===== src/rtl/riscv_pkg.sv =====
// Shared RV32I pipeline constants and the fetch FSM state encoding.
package riscv_pkg;

    localparam int unsigned XLEN         = 32;
    localparam int unsigned OP_EFF_WIDTH = 5;
    localparam int unsigned FUNCT3_WIDTH = 3;

    localparam logic [31:0] NOP_INST = 32'h0000_0013;

    typedef logic [1:0] fetch_state_t;

    localparam fetch_state_t FETCH_REQ  = 2'd0;
    localparam fetch_state_t FETCH_WAIT = 2'd1;
    localparam fetch_state_t FETCH_DROP = 2'd2;

endpackage


===== src/rtl/fetch_hold_buffer.sv =====
// One-entry skid register that parks an instruction response while decode is stalled.
module fetch_hold_buffer #(
    parameter int unsigned XLEN = riscv_pkg::XLEN
) (
    input  logic            clk,
    input  logic            rst,
    input  logic            load,
    input  logic            drain,
    input  logic            clear,
    input  logic [31:0]     inst_in,
    input  logic [XLEN-1:0] pc_in,
    output logic            valid,
    output logic [31:0]     inst,
    output logic [XLEN-1:0] pc
);

    import riscv_pkg::*;

    // Load beats drain so a drain and refill in the same cycle keeps the new word.
    always_ff @(posedge clk or posedge rst) begin
        if (rst) begin
            valid <= 1'b0;
            inst  <= NOP_INST;
            pc    <= '0;
        end else if (clear) begin
            valid <= 1'b0;
        end else if (load) begin
            valid <= 1'b1;
            inst  <= inst_in;
            pc    <= pc_in;
        end else if (drain) begin
            valid <= 1'b0;
        end
    end

endmodule


===== src/rtl/fetch_unit.sv =====
// RV32I instruction-fetch stage: PC, single-outstanding imem handshake, hold buffer and IF/ID.
module fetch_unit #(
    parameter int unsigned     XLEN         = riscv_pkg::XLEN,
    parameter logic [XLEN-1:0] RESET_PC     = '0,
    parameter int unsigned     OP_EFF_WIDTH = riscv_pkg::OP_EFF_WIDTH,
    parameter int unsigned     FUNCT3_WIDTH = riscv_pkg::FUNCT3_WIDTH
) (
    input  logic                    clk,
    input  logic                    rst,
    input  logic                    PCSel,
    input  logic [XLEN-1:0]         pc_target,
    input  logic                    stall_D,
    input  logic                    flush_D,
    output logic                    imem_req_valid,
    input  logic                    imem_req_ready,
    output logic [XLEN-1:0]         imem_addr,
    input  logic                    imem_rsp_valid,
    input  logic [31:0]             imem_rsp_data,
    output logic                    valid_D,
    output logic [31:0]             inst_D,
    output logic [XLEN-1:0]         pc_D,
    output logic [XLEN-1:0]         pc_plus4_D,
    output logic [OP_EFF_WIDTH-1:0] opcode_eff_D,
    output logic [FUNCT3_WIDTH-1:0] funct3_D,
    output logic                    funct7_fif_D
);

    import riscv_pkg::*;

    localparam logic [XLEN-1:0] ALIGN_MASK = ~XLEN'(3);

    fetch_state_t    state_q, state_d;
    logic            started_q;
    logic [XLEN-1:0] pc_f_q;
    logic [XLEN-1:0] pc_inflight_q;

    logic            req_valid;
    logic            req_fire;
    logic            rsp_take;
    logic            hold_valid;
    logic            hold_load;
    logic            hold_drain;
    logic [31:0]     hold_inst;
    logic [XLEN-1:0] hold_pc;

    always_comb begin
        rsp_take   = (state_q == FETCH_WAIT) && imem_rsp_valid && !PCSel;
        hold_drain = hold_valid && !stall_D;
        // A response can only bypass the buffer when decode can take it directly.
        hold_load  = rsp_take && (stall_D || hold_valid);

        req_valid = 1'b0;
        if (started_q && !PCSel) begin
            unique case (state_q)
                FETCH_REQ:  req_valid = !hold_valid || !stall_D;
                FETCH_WAIT: req_valid = imem_rsp_valid && !stall_D && !hold_valid;
                default:    req_valid = 1'b0;
            endcase
        end
        req_fire = req_valid && imem_req_ready;
    end

    always_comb begin
        state_d = state_q;
        unique case (state_q)
            FETCH_REQ: begin
                if (req_fire) state_d = FETCH_WAIT;
            end
            FETCH_WAIT: begin
                // A redirect that coincides with the response leaves nothing to drop.
                if (PCSel)               state_d = imem_rsp_valid ? FETCH_REQ : FETCH_DROP;
                else if (imem_rsp_valid) state_d = req_fire ? FETCH_WAIT : FETCH_REQ;
            end
            FETCH_DROP: begin
                if (imem_rsp_valid) state_d = FETCH_REQ;
            end
            default: state_d = FETCH_REQ;
        endcase
    end

    always_ff @(posedge clk or posedge rst) begin
        if (rst) begin
            state_q       <= FETCH_REQ;
            started_q     <= 1'b0;
            pc_f_q        <= RESET_PC & ALIGN_MASK;
            pc_inflight_q <= '0;
        end else begin
            state_q   <= state_d;
            started_q <= 1'b1;
            if (PCSel) begin
                pc_f_q <= pc_target & ALIGN_MASK;
            end else if (req_fire) begin
                pc_inflight_q <= pc_f_q;
                pc_f_q        <= pc_f_q + XLEN'(4);
            end
        end
    end

    fetch_hold_buffer #(
        .XLEN (XLEN)
    ) u_hold (
        .clk     (clk),
        .rst     (rst),
        .load    (hold_load),
        .drain   (hold_drain),
        .clear   (PCSel),
        .inst_in (imem_rsp_data),
        .pc_in   (pc_inflight_q),
        .valid   (hold_valid),
        .inst    (hold_inst),
        .pc      (hold_pc)
    );

    always_ff @(posedge clk or posedge rst) begin
        if (rst) begin
            valid_D    <= 1'b0;
            inst_D     <= NOP_INST;
            pc_D       <= '0;
            pc_plus4_D <= XLEN'(4);
        end else if (PCSel || flush_D) begin
            valid_D <= 1'b0;
            inst_D  <= NOP_INST;
        end else if (!stall_D) begin
            if (hold_valid) begin
                valid_D    <= 1'b1;
                inst_D     <= hold_inst;
                pc_D       <= hold_pc;
                pc_plus4_D <= hold_pc + XLEN'(4);
            end else if (rsp_take) begin
                valid_D    <= 1'b1;
                inst_D     <= imem_rsp_data;
                pc_D       <= pc_inflight_q;
                pc_plus4_D <= pc_inflight_q + XLEN'(4);
            end else begin
                valid_D <= 1'b0;
                inst_D  <= NOP_INST;
            end
        end
    end

    assign imem_req_valid = req_valid;
    assign imem_addr      = pc_f_q;
    assign opcode_eff_D   = inst_D[2 +: OP_EFF_WIDTH];
    assign funct3_D       = inst_D[12 +: FUNCT3_WIDTH];
    assign funct7_fif_D   = inst_D[30];

endmodule


===== config.mk =====
export PLATFORM = sky130hd
export DESIGN_NAME = fetch_unit
export DESIGN_NICKNAME = d
export VERILOG_FILES = /design/src/rtl/riscv_pkg.sv /design/src/rtl/fetch_hold_buffer.sv /design/src/rtl/fetch_unit.sv
export SDC_FILE = /design/constraint.sdc
export NUM_CORES = 1
export LEC_CHECK = 0
export CAP_MARGIN = 20
export CORE_MARGIN = 3
export CORE_UTILIZATION = 56
export DETAILED_ROUTE_END_ITERATION = 8
export GPL_ROUTABILITY_DRIVEN = 0
export PLACE_DENSITY = 0.88
export SLEW_MARGIN = 20
export SYNTH_ARGS = -nofsm -noshare
export SYNTH_HDL_FRONTEND = slang
export SYNTH_SLANG_ARGS = --single-unit

===== constraint.sdc =====
create_clock -name clk -period 15.9 [get_ports clk]
set_clock_uncertainty 0.15 [all_clocks]
set_input_delay 2.385 -clock clk [delete_from_list [all_inputs] [get_ports clk]]
set_output_delay 2.385 -clock clk [all_outputs]
set_load 0.005 [all_outputs]

==> flow_summary.yaml <==
clocking:
  clk_path_buf_depth: 3
  tritoncts: "built"
  clk_pin_slew_ns: 0.06
  post_cts_resized: 0
  root_buffer: "clkbuf_16"
  cts_hold_buf: 0
  htreeDepth: 1
  numCtsBuffers: 24
  post_cts_buffers: 0
  clk_latency_ns: 0.50
  cts_sinks: 219
sta:
  setup_tns_ns: 0
  final.min_clock_period_ns: 7.390
  maxSlewViolCount: 0
  hold_violations: 0
  max_slew.worst_pin.slew_ns: 1.019
  setup_viol: 0
  post-route-worst-setup-slack_ns: 8.510
  fin_crit_sh_pct: 46.48
  maxSlewHeadroom_pct: 32.03
  rsz0062_at_grt: "no"
  fmax_mhz: 135.3
synthesis:
  synth-seq-area-share_pct: 53.31
  ys_ff_latch: 219
  syn_area_per_cell_um2: 10.53
  ys_types: 60
  synthFlopType: "dfrtp_1"
  synth_edf_count: 0
  yosysWarnings: 0
  syn_inst: 978
  netlist_area_mm2: 0.01030
  yosysTopAreaCell: "dfrtp_1"
  async_reset_ff_share_pct: 100.0
  synth_area_leaders: "dfrtp_1, nand2_1, mux2_2"
  synth.top_cell.area_share_pct: 51.53
setup_path:
  end_kind: "output pin"
  path_max_fanout: 11
  critPathMaxStageDelay_ns: 0.72
  critPathSlowestCell: "a21oi_1"
  endpoint: "imem_req_valid"
  path_common_cell: "clkdlybuf4s50_1"
  rr_startpoint: "u_hold.valid$_DFFE_PP0P_"
  path_buf_inv: 2
  r2r.worst_path.cells: 5
  reg2reg_setup_slack_ns: 12.36
  cp.depth: 6
  reg2reg_to: "u_hold.pc[20]$_DFFE_PP0P_"
  crit_start: "stall_D"
  critical_path_required_ns: 13.37
  worstSetupStartpointType: "input port"
  critical_path_class: "input port to output pin"
  path_delay_family: "buffers and inverters"
  path_cells: "clkdlybuf4s50_1, nand2b_1, a21oi_1, o21ai_0, nor3b_1, clkdlybuf4s50_1"
  worstPathArrival_ns: 4.86
place:
  portBuffers: 201
  post_dp_cell_area_mm2: 0.01232
  dp_cells: 1346
  dp_hpwl_um: 17100
  pre_cts_slack_ns: 8.580
min_path:
  hold_path.class: "flip-flop to flip-flop"
floorplan:
  fp.dieH_um: 141.6
  die_w_um: 141.6
  core-area_mm2: 0.01766
  io_pins: 210
  start_util_pct: 58.31
  row_count: 48
  die_area_mm2: 0.02005
pwr:
  ir_worst_vdd_mv: 0.09177
  power_leakage_nw: 5.643
  total_power_mw: 1.561
  powerDensity_mw_per_mm2: 118.7
detailed_routing:
  drtIter0Drc: 639
  ant_nets: 0
  viasPerCell: 5.878
  routed-via-count: 8170
  first_pass_iters: 5
  drcViolationCount: 0
  drt-wirelength-per-cell_um: 18.02
  drt-total-wl_um: 25050
final_layout:
  nets: 1220
  fillers: 1249
  layout_common_cells: "dfrtp_1, nand2_1, clkdlybuf4s50_1"
  seqCellArea_mm2: 0.005493
  drive_gt1_share_pct: 11.33
  multiInputGateArea_mm2: 0.004409
  diodes: 0
  area_delta_synth_final_pct: 27.71
  stdcell_area_mm2: 0.01315
  fin_cells: 1390
  layout_commonest_cell: "dfrtp_1"
grt:
  grt_max_degree: 157
  grt_pass1_wl_um: 40960
  antenna_found_initial: 0
  grt_usage_pct: 24.65
  grt_remaining_overflow: 0
  grt_pass1_vias: 7958
flow_run:
  drv_cap: 0
outcome:
  status: "finished, final reports clean"
==> per-layer routing <==
layer / GRT usage (%) / vias to the layer above / share of wire, %
met3: 3.067 / 35 / 5.9
met2: 39.02 / 282 / 47
met1: 36.57 / 4033 / 45
li1: - / 3820 / -
met4: 6.162 / 0 / 2.0
met5: 0 / - / 0
==> sequential cells by signal, indices dropped and copies added, names as in the netlist <==
signal,count
u_hold.pc,30
pc_inflight_q,30
inst_D,32
valid_D,1
state_q,2
pc_plus4_D,30
imem_addr,30
started_q,1
u_hold.valid,1
u_hold.inst,32
pc_D,30
==> synth_stat cells (3+ instances only) <==
cell type	count
o211ai_1	13
nand2_1	204
o31ai_1	10
or3_1	9
and2_1	3
o31a_1	6
nor4_1	10
mux2_2	67
o2111ai_1	3
nor3_1	9
nand4_1	12
buf_4	18
and3_1	12
xor2_1	7
o311ai_0	14
a21oi_1	9
nand3_1	25
mux2i_1	63
o21ai_0	77
dfrtp_1	212
o21a_1	3
buf_1	5
inv_1	11
xnor2_1	13
clkbuf_1	28
nand4b_1	6
a211o_1	3
nor3b_1	3
dfstp_2	7
or4_1	4
a21o_1	14
buf_2	20
or2_2	3
a221o_1	10
a31oi_1	6
nor2_1	29
==> worst min-delay path by stage <==
stage	start	endpoint	slack, ns	cells after the start
4_1_cts	pc_plus4_D[26]$_DFFE_PP0P_	pc_plus4_D[26]$_DFFE_PP0P_	0.33	2
5_1_grt	pc_D[26]$_DFFE_PP0P_	pc_D[26]$_DFFE_PP0P_	0.35	1
3_5_place_dp	valid_D$_DFFE_PP0P_	valid_D$_DFFE_PP0P_	0.31	2
2_1_floorplan	pc_inflight_q[26]$_DFFE_PP0P_	pc_inflight_q[26]$_DFFE_PP0P_	0.31	2
6_report	valid_D$_DFFE_PP0P_	valid_D$_DFFE_PP0P_	0.32	2
3_3_place_gp	pc_D[22]$_DFFE_PP0P_	pc_D[22]$_DFFE_PP0P_	0.31	1
==> final cells by class <==
class	count	area share (%)
clock inverters	6	0.6566
clock buffers	38	5.586
multi-input cells	679	33.53
well taps	225	2.141
repair buffers	211	15.87
flip-flops and latches	219	41.77
inverters	12	0.4377
==> through the flow <==
stage | hold slack, ns | util [%]
global route | 0.3478 | 74.47
finish | 0.3222 | 74.47
CTS | 0.3280 | 74.44
global placement | 0.3093 | 69.79
detailed placement | 0.3134 | 69.79
floorplan | 0.3117 | -
==> power by group <==
| group | internal [mW] | switching, mW |
|---|---|---|
| Combinational | 0.152 | 0.113 |
| Sequential | 0.651 | 0.0767 |
| Clock | 0.350 | 0.218 |
| Total | 1.15 | 0.408 |
==> worst register-to-register path, stage by stage (launching register included) <==
cell	delay, ns
dfrtp_4	0.69
buf_4	0.80
o21ai_0	0.37
nor2_4	0.29
buf_4	0.64
mux2_2	0.48
==> cell families (layout without fill, tap and decap cells) <==
kind of cell | Yosys count | count (layout) | synth area share (%)
simple gates | 337 | 337 | 14.92
flops | 219 | 219 | 53.31
compound gates | 183 | 183 | 12.12
mux | 130 | 130 | 13.45
buf+inv | 85 | 267 | 4.180
xor+xnor | 20 | 20 | 1.701
fa+ha+maj | 2 | 2 | 0.2430
other cells | 2 | 7 | 0.07294
No activity file was read; power rests on OpenSTA's default activity.
